## src/rtl/logic_op_arbiter.sv

```systemverilog
// Round-robin time-sharing of one NOT/AND/OR/XOR unit between NREQ requesters.
// Latency: accept edge T, EXEC during T+1, rsp_valid high from the edge ending EXEC; 3 cycles/op minimum.
// Backpressure: result held stable while rsp_ready=0; no request accepted until the response handshake.
module logic_op_arbiter #(
    parameter int NREQ  = 4,
    parameter int WIDTH = 8,
    parameter int IDW   = 2
) (
    input  logic                  clk,
    input  logic                  rst_n,
    input  logic [NREQ-1:0]       req_valid,
    output logic [NREQ-1:0]       req_ready,
    input  logic [2*NREQ-1:0]     req_op,
    input  logic [WIDTH*NREQ-1:0] req_a,
    input  logic [WIDTH*NREQ-1:0] req_b,
    output logic                  rsp_valid,
    input  logic                  rsp_ready,
    output logic [WIDTH-1:0]      rsp_data,
    output logic [IDW-1:0]        rsp_id,
    output logic                  busy,
    output logic [15:0]           op_count
);

    typedef enum logic [1:0] {IDLE, EXEC, RESP} state_t;

    state_t           state;
    logic [IDW-1:0]   rr_ptr;
    logic [1:0]       op_q;
    logic [WIDTH-1:0] a_q;
    logic [WIDTH-1:0] b_q;

    logic [2*NREQ-1:0] valid_dbl;
    logic [2*NREQ-1:0] valid_rot_full;
    logic [NREQ-1:0]   valid_rot;
    logic              grant_found;
    logic [IDW-1:0]    grant_idx;
    int                grant_sum;
    logic [1:0]        sel_op;
    logic [WIDTH-1:0]  sel_a;
    logic [WIDTH-1:0]  sel_b;
    logic [WIDTH-1:0]  exec_result;
    logic [IDW-1:0]    next_ptr;

    // Rotating a doubled copy puts rr_ptr at bit 0, so the lowest set bit is the winner.
    assign valid_dbl      = {req_valid, req_valid};
    assign valid_rot_full = valid_dbl >> rr_ptr;
    assign valid_rot      = valid_rot_full[NREQ-1:0];

    always_comb begin
        grant_found = 1'b0;
        grant_sum   = 0;
        for (int k = NREQ - 1; k >= 0; k--) begin
            if (valid_rot[k]) begin
                grant_found = 1'b1;
                grant_sum   = int'(rr_ptr) + k;
            end
        end
        if (grant_sum >= NREQ) grant_sum = grant_sum - NREQ;
        grant_idx = IDW'(grant_sum);
    end

    always_comb begin
        sel_op = '0;
        sel_a  = '0;
        sel_b  = '0;
        for (int i = 0; i < NREQ; i++) begin
            if (grant_idx == IDW'(i)) begin
                sel_op = req_op[2*i +: 2];
                sel_a  = req_a[WIDTH*i +: WIDTH];
                sel_b  = req_b[WIDTH*i +: WIDTH];
            end
        end
    end

    always_comb begin
        case (op_q)
            2'b00:   exec_result = ~a_q;
            2'b01:   exec_result = a_q & b_q;
            2'b10:   exec_result = a_q | b_q;
            default: exec_result = a_q ^ b_q;
        endcase
    end

    assign next_ptr  = (rsp_id == IDW'(NREQ - 1)) ? '0 : rsp_id + 1'b1;
    assign req_ready = (rst_n && state == IDLE && grant_found) ? (NREQ'(1) << grant_idx) : '0;
    assign busy      = (state != IDLE);

    always_ff @(posedge clk or negedge rst_n) begin
        if (!rst_n) begin
            state     <= IDLE;
            rr_ptr    <= '0;
            op_q      <= '0;
            a_q       <= '0;
            b_q       <= '0;
            rsp_valid <= 1'b0;
            rsp_data  <= '0;
            rsp_id    <= '0;
            op_count  <= '0;
        end else begin
            case (state)
                IDLE: begin
                    if (grant_found) begin
                        op_q   <= sel_op;
                        a_q    <= sel_a;
                        b_q    <= sel_b;
                        rsp_id <= grant_idx;
                        state  <= EXEC;
                    end
                end
                EXEC: begin
                    rsp_data  <= exec_result;
                    rsp_valid <= 1'b1;
                    state     <= RESP;
                end
                RESP: begin
                    if (rsp_ready) begin
                        rsp_valid <= 1'b0;
                        op_count  <= op_count + 16'd1;
                        rr_ptr    <= next_ptr;
                        state     <= IDLE;
                    end
                end
                default: state <= IDLE;
            endcase
        end
    end

endmodule

```

## config.mk

```make
export PLATFORM = sky130hd
export DESIGN_NAME = logic_op_arbiter
export DESIGN_NICKNAME = d
export VERILOG_FILES = /design/src/rtl/logic_op_arbiter.sv
export SDC_FILE = /design/constraint.sdc
export NUM_CORES = 1
export LEC_CHECK = 0
export ABC_AREA = 0
export CAP_MARGIN = 25
export CORE_ASPECT_RATIO = 0.75
export CORE_MARGIN = 3
export CORE_UTILIZATION = 40
export CTS_CLUSTER_DIAMETER = 60
export DETAILED_ROUTE_END_ITERATION = 7
export PLACE_DENSITY = 0.72
export SYNTH_ARGS = -nofsm -noshare
export SYNTH_HDL_FRONTEND = slang
export SYNTH_SLANG_ARGS = --single-unit
```

## constraint.sdc

```tcl
create_clock -name clk -period 2.5 [get_ports clk]
set_input_delay 0.5 -clock clk [delete_from_list [all_inputs] [get_ports clk]]
set_output_delay 0.5 -clock clk [all_outputs]
set_load 0.01 [all_outputs]
```

==> impl_metrics.yaml, run 1 <==
logic_synthesis:
  netlist_area_um2: 3090
  ys.flop_type: "dfrtp_1"
  ys_ff_latch: 49
  synth-xor-area-share_pct: 4.25
  synth_edf_count: 0
  synth_commonest_cells: "49 x dfrtp_1, 36 x nand2_1, 26 x nand3_1"
  muxShareOfSynthArea_pct: 15.2
  synth_cells: 303
  yosysMostFrequentCell: "dfrtp_1"
  ys_warn_count: 0
  yosys.area_share.simple_pct: 16.7
  yosysSeqAreaShare_pct: 39.6
  netlist.area_leader.share_pct: 39.6
  synth_nets: 400
  async_reset_ff_share_pct: 100
  synth_compound_area_share_pct: 11.6
  synth_area_leaders: "dfrtp_1 40%, ha_1 7.3%, mux2_2 5.5%, nand2_1 4.4%, mux4_2 4.4%"
  synth_fa_ha_area_share_pct: 7.28
  synth_cell_types: 44
  avgSynthCellArea_um2: 10.2
  synth_top_family_by_area: "simple AND/OR/NAND/NOR gates"
  yosys.area.top_type: "dfrtp_1"
status:
  status: "complete, no violations"
flow_run:
  cap_violations: 0
worst_setup_path:
  cp_top_family: "buffers and inverters"
  cp-end-kind: "output pin"
  critPathArrivalTime_ps: 1820
  reg2reg_depth: 7
  r2r_setup_slack_ps: 420
  r2r_end: "op_q[1]"
  cp.required_ps: 2000
  cp_max_fo: 4
  r2r-start: "rr_ptr[0]"
  critPathSlowestCell: "dlygate4sd2_1"
  critical_path_buf_inv_count: 3
  max_stage_delay_ps: 350
  worstPathCellList: "dlygate4sd2_1 > nor2b_4 > nor4_4 > buf_4 > nor2_8 > nor3_1 > buf_2"
  critPathKind: "in -> out"
  start_kind: "primary input"
global_routing:
  grt_pass1_wl_um: 12500
  grt_pass1_vias: 2640
  grt.total_usage_pct: 17.9
  grt_antenna_before_repair: 0
  grt_max_degree: 50
  grt-ovfl-total: 0
drt:
  drt-initial-drc-count: 123
  drt-total-wl_um: 7790
  via_per_inst: 5.14
  num_vias: 2689
  ant_nets: 0
  drcViolationCount: 0
  wl_per_cell_um: 14.9
  detail_route.first_pass.iterations: 4
cts:
  cts_tree: "yes"
  htreeDepth: 2
  cts_made_buffers: 5
  clk_pin_slew_ps: 90
  root_buffer: "clkbuf_8"
  cts_hold_buf: 0
  clk_latency_ps: 300
  clkSinkCount: 49
  clk_path_buf_depth: 2
timing:
  clock_skew_ps: 7.14
  hold_viol_final: 0
  relSlewSlack_pct: 59.1
  min_period_over_period_pct: 93.0
  rsz0062_at_grt: "false"
  worstMarginPinSlew_ps: 613
  fmax_mhz: 430
  setup_violations: 0
  setup_ws_ps: 176
  final-max-slew-violation-count: 0
  min_period_ps: 2320
die:
  boundaryPins: 111
  die_y_um: 82.2
  initial_utilization_pct: 41.6
  coreArea_um2: 7430
  std_cell_rows: 27
  die_x_um: 108
  die-area_um2: 8840
power:
  p_comb_share_pct: 54.3
  total_leakage_power_nw: 1.98
  ir_drop_mv: 0.338
  p_seq_share_pct: 34.4
  p_sw_mw: 1.60
  clockPowerShare_pct: 11.3
  swShare_pct: 38.5
  p_int_mw: 2.56
  power.density_nw_per_um2: 935
place:
  port_buffers: 110
  dpl.hpwl_um: 5930
  dpl_cell_area_um2: 4350
  place_congestion: 0.820
  dp_slack_ps: -397
hold_path:
  min_path_type: "in -> async"
final_layout:
  syn_to_final_growth_pct: 43.8
  drive_above_1_share_pct: 16.1
  nFillCells: 670
  multi_input_comb_area_um2: 1720
  fin_area_um2: 4450
  regArea_um2: 1230
  antenna_cells: 0
  nets: 518
==> power by group through the flow <==
stage	clock, mW	combinational (mW)	sequential (mW)
2_1_floorplan	0	1.51	1.38
3_3_place_gp	0	2.21	1.44
5_1_grt	0.518	2.52	1.49
6_report	0.472	2.26	1.43
4_1_cts	0.481	2.29	1.43
3_5_place_dp	0	2.27	1.45
==> worst max path at each step <==
| stage | depth (start not counted) | endpoint | from |
|---|---|---|---|
| floorplan | 6 | req_ready[1] | req_valid[0] |
| global placement | 6 | req_ready[1] | req_valid[0] |
| detailed placement | 6 | req_ready[1] | req_valid[0] |
| CTS | 8 | req_ready[2] | req_valid[2] |
| global route | 7 | req_ready[2] | req_valid[3] |
| finish | 7 | req_ready[3] | req_valid[1] |
==> cell families after synthesis <==
family	count (synthesis)
AND/OR/NAND/NOR	98
buffers and inverters	39
AO/OA/AOI/OAI	48
flip-flops	49
multiplexers	36
adder cells (fa/ha/maj)	18
XOR/XNOR	15
==> sequential cells by signal (all words and copies together) (netlist names) <==
register	count
op_q	2
b_q	8
rsp_valid	1
op_count	16
rr_ptr	2
rsp_data	8
state	2
a_q	8
rsp_id	2
==> layer usage <==
layer / routed length (µm) / vias up / global-route usage [%]
met5: 0 / - / 0
met4: 107 / 0 / 4.41
met3: 501 / 11 / 4.66
met2: 3700 / 86 / 29.5
met1: 3480 / 1272 / 23.7
li1: - / 1320 / -
==> layout make-up <==
class	count	share of cell area, %
inverters	25	2.11
clock buffers	6	1.63
flip-flops and latches	49	27.6
repair buffers	125	27.0
clock inverters	2	0.309
multi-input cells	215	38.6
well taps	101	2.84
==> placed cells by master (no fill, tap or decap), types with 6 or more instances in the layout <==
cell	Yosys	layout
ha_1	18	18
o221ai_1	6	6
o21ai_0	22	21
buf_4	0	15
clkdlybuf4s50_1	0	101
xnor2_1	10	10
nor2_1	9	9
nand3_1	26	26
dfrtp_1	49	49
mux2_2	15	15
mux2i_1	12	12
o221a_2	8	8
nand2_1	36	36
mux4_2	6	6
inv_1	24	24
==> per-stage QoR <==
stage / setup TNS [ps] / total power [mW] / util [%] / cells / hold slack, ps
global placement: -3490 / 3.65 / 58.5 / 514 / 457
floorplan: 0 / 2.89 / - / 303 / 204
global route: 0 / 4.53 / 59.8 / 523 / 421
detailed placement: -4150 / 3.72 / 58.5 / 514 / 457
finish: 0 / 4.16 / 59.8 / 523 / 353
CTS: 0 / 4.20 / 59.8 / 523 / 375
==> repair_timing <==
| action | in CTS | in global routing |
|---|---|---|
| gates cloned | 0 | 0 |
| pin swaps | 1 | 0 |
| setup endpoints to repair | 4 | 2 |
| hold endpoints to repair | 0 | 0 |
| resized for setup | 22 | 1 |
| buffers inserted | 1 | 0 |
(Power assumes the default switching activity.)
==> run 2, diff against run 1 <==
Settings changed: CAP_MARGIN 25 to 20, CORE_UTILIZATION 40 to 45, MAX_ROUTING_LAYER set to met4, PLACE_DENSITY 0.72 to 0.79.
==> impl_metrics.yaml, run 2 (synthesis results as in run 1) <==
status:
  status: "complete, no violations"
hold_path:
  min_path_type: "in -> async"
final_layout:
  nets: 518
  syn_to_final_growth_pct: 44.7
  utilization_pct: 69.1
  layout_common_cells: "101 x clkdlybuf4s50_1, 49 x dfrtp_1, 36 x nand2_1"
  largest_reg_flops: 16
  fin_area_um2: 4480
  final_cells: 503
  drive_above_1_share_pct: 15.6
  antenna_cells: 0
  final_common_cell: "clkdlybuf4s50_1"
  regMostFlops: "op_count"
timing:
  hold_viol_final: 0
  clock_skew_ps: 16.6
  min_period_ps: 2330
  setup_violations: 0
  min_period_over_period_pct: 93.2
  rsz0062_at_grt: "false"
  relSlewSlack_pct: 58.7
  fmax_mhz: 429
  worstMarginPinSlew_ps: 619
  final-max-slew-violation-count: 0
  setup_ws_ps: 171
  hold_ws_ps: 346
drt:
  num_vias: 2732
  drcViolationCount: 0
  ant_nets: 0
  via_per_inst: 5.43
  drt-initial-drc-count: 83
  wl_per_cell_um: 15.8
  drt-total-wl_um: 7970
  detail_route.first_pass.iterations: 4
worst_setup_path:
  critPathArrivalTime_ps: 1830
  max_stage_delay_ps: 350
  critPathKind: "in -> out"
  reg2reg_depth: 7
  r2r_setup_slack_ps: 400
  cp-end-kind: "output pin"
  critPathSlowestCell: "dlygate4sd2_1"
  r2r-start: "rr_ptr[0]"
  crit_top_cell: "dlygate4sd2_1"
  cp.required_ps: 2000
  cp_max_fo: 4
  start_kind: "primary input"
  worstPathCellList: "dlygate4sd2_1 > nor2b_4 > nor4_4 > buf_4 > nor2_8 > nor3_1 > dlygate4sd2_1"
  r2r_end: "b_q[0]"
cts:
  clk_latency_ps: 310
  clk_pin_slew_ps: 100
  cts_tree: "yes"
  root_buffer: "clkbuf_8"
  cts_made_buffers: 5
  clkSinkCount: 49
  clk_path_buf_depth: 2
  htreeDepth: 2
place:
  placed_cells: 494
  port_buffers: 110
  dpl_cell_area_um2: 4330
  place_congestion: 0.888
  dpl.hpwl_um: 6220
  dp_slack_ps: -393
die:
  std_cell_rows: 25
  die_x_um: 102
  die_y_um: 77.8
  coreArea_um2: 6470
  initial_utilization_pct: 47.8
  die-area_um2: 7920
  boundaryPins: 111
power:
  ir_drop_mv: 0.418
  power.density_nw_per_um2: 984
  total_leakage_power_nw: 2.00
global_routing:
  grt.total_usage_pct: 21.9
  grt-ovfl-total: 0
  grt_pass1_vias: 2802
  grt_max_degree: 50
  grt_pass1_wl_um: 13600
  grt_antenna_before_repair: 0
flow_run:
  cap_violations: 0
## run 2: worst max-delay path: cells and delay by family
kind          cells  cell delay [ps]
buf+inv           3              820
simple gates      4              510
## run 2: how the worst max path moves through the flow
| stage | slack (ps) | startpoint | depth (start not counted) | endpoint |
|---|---|---|---|---|
| after global routing | 80 | req_valid[2] | 7 | req_ready[1] |
| after global placement | -320 | req_valid[0] | 6 | req_ready[1] |
| after detailed placement | -390 | req_valid[0] | 6 | req_ready[3] |
| final | 170 | req_valid[1] | 7 | req_ready[1] |
| after floorplan | 250 | req_valid[0] | 6 | req_ready[1] |
| after CTS | 180 | req_valid[1] | 7 | req_ready[1] |
## run 2: cell type report
cell class	count	area [µm²]
Tap cell	81	101
Clock inverter	3	68.8
Inverter	25	93.8
Timing Repair Buffer	125	1200
Fill cell	518	2000
Sequential cell	49	1230
Clock buffer	5	68.8
Multi-Input combinational cell	215	1720
## run 2: layer usage
layer	vias up	GRT usage (%)	wire (µm)	part of all wire, %
met5	-	-	0	0
met4	0	4.91	61	0.77
met3	9	3.32	549	6.9
met2	116	33.6	3640	46
met1	1294	30.8	3710	47
li1	1313	-	-	-
## run 2: stage by stage
step / setup TNS, ps / power [mW]
5_1_grt: 0 / 4.76
6_report: 0 / 4.40
4_1_cts: 0 / 4.44
2_1_floorplan: 0 / 2.89
3_5_place_dp: -4190 / 3.74
3_3_place_gp: -3200 / 3.62
## run 2: repair_timing
item / CTS / global route
setup buffers: 1 / 0
resized for setup: 15 / 0
setup endpoints to repair: 4 / 0
hold buffers: 0 / 0
## run 2: where the power goes
part	internal [mW]	switching [mW]	leakage, nW
logic	1.27	1.00	1.33
clock network	0.403	0.280	0.0687
registers	1.10	0.349	0.601
total	2.77	1.63	2.00
==> run 3, diff against run 2 <==
Settings changed: CAP_MARGIN 20 to unset.
==> results of run 3 <==
Same layout as run 2: the final DEF is identical, and so are final timing and power.
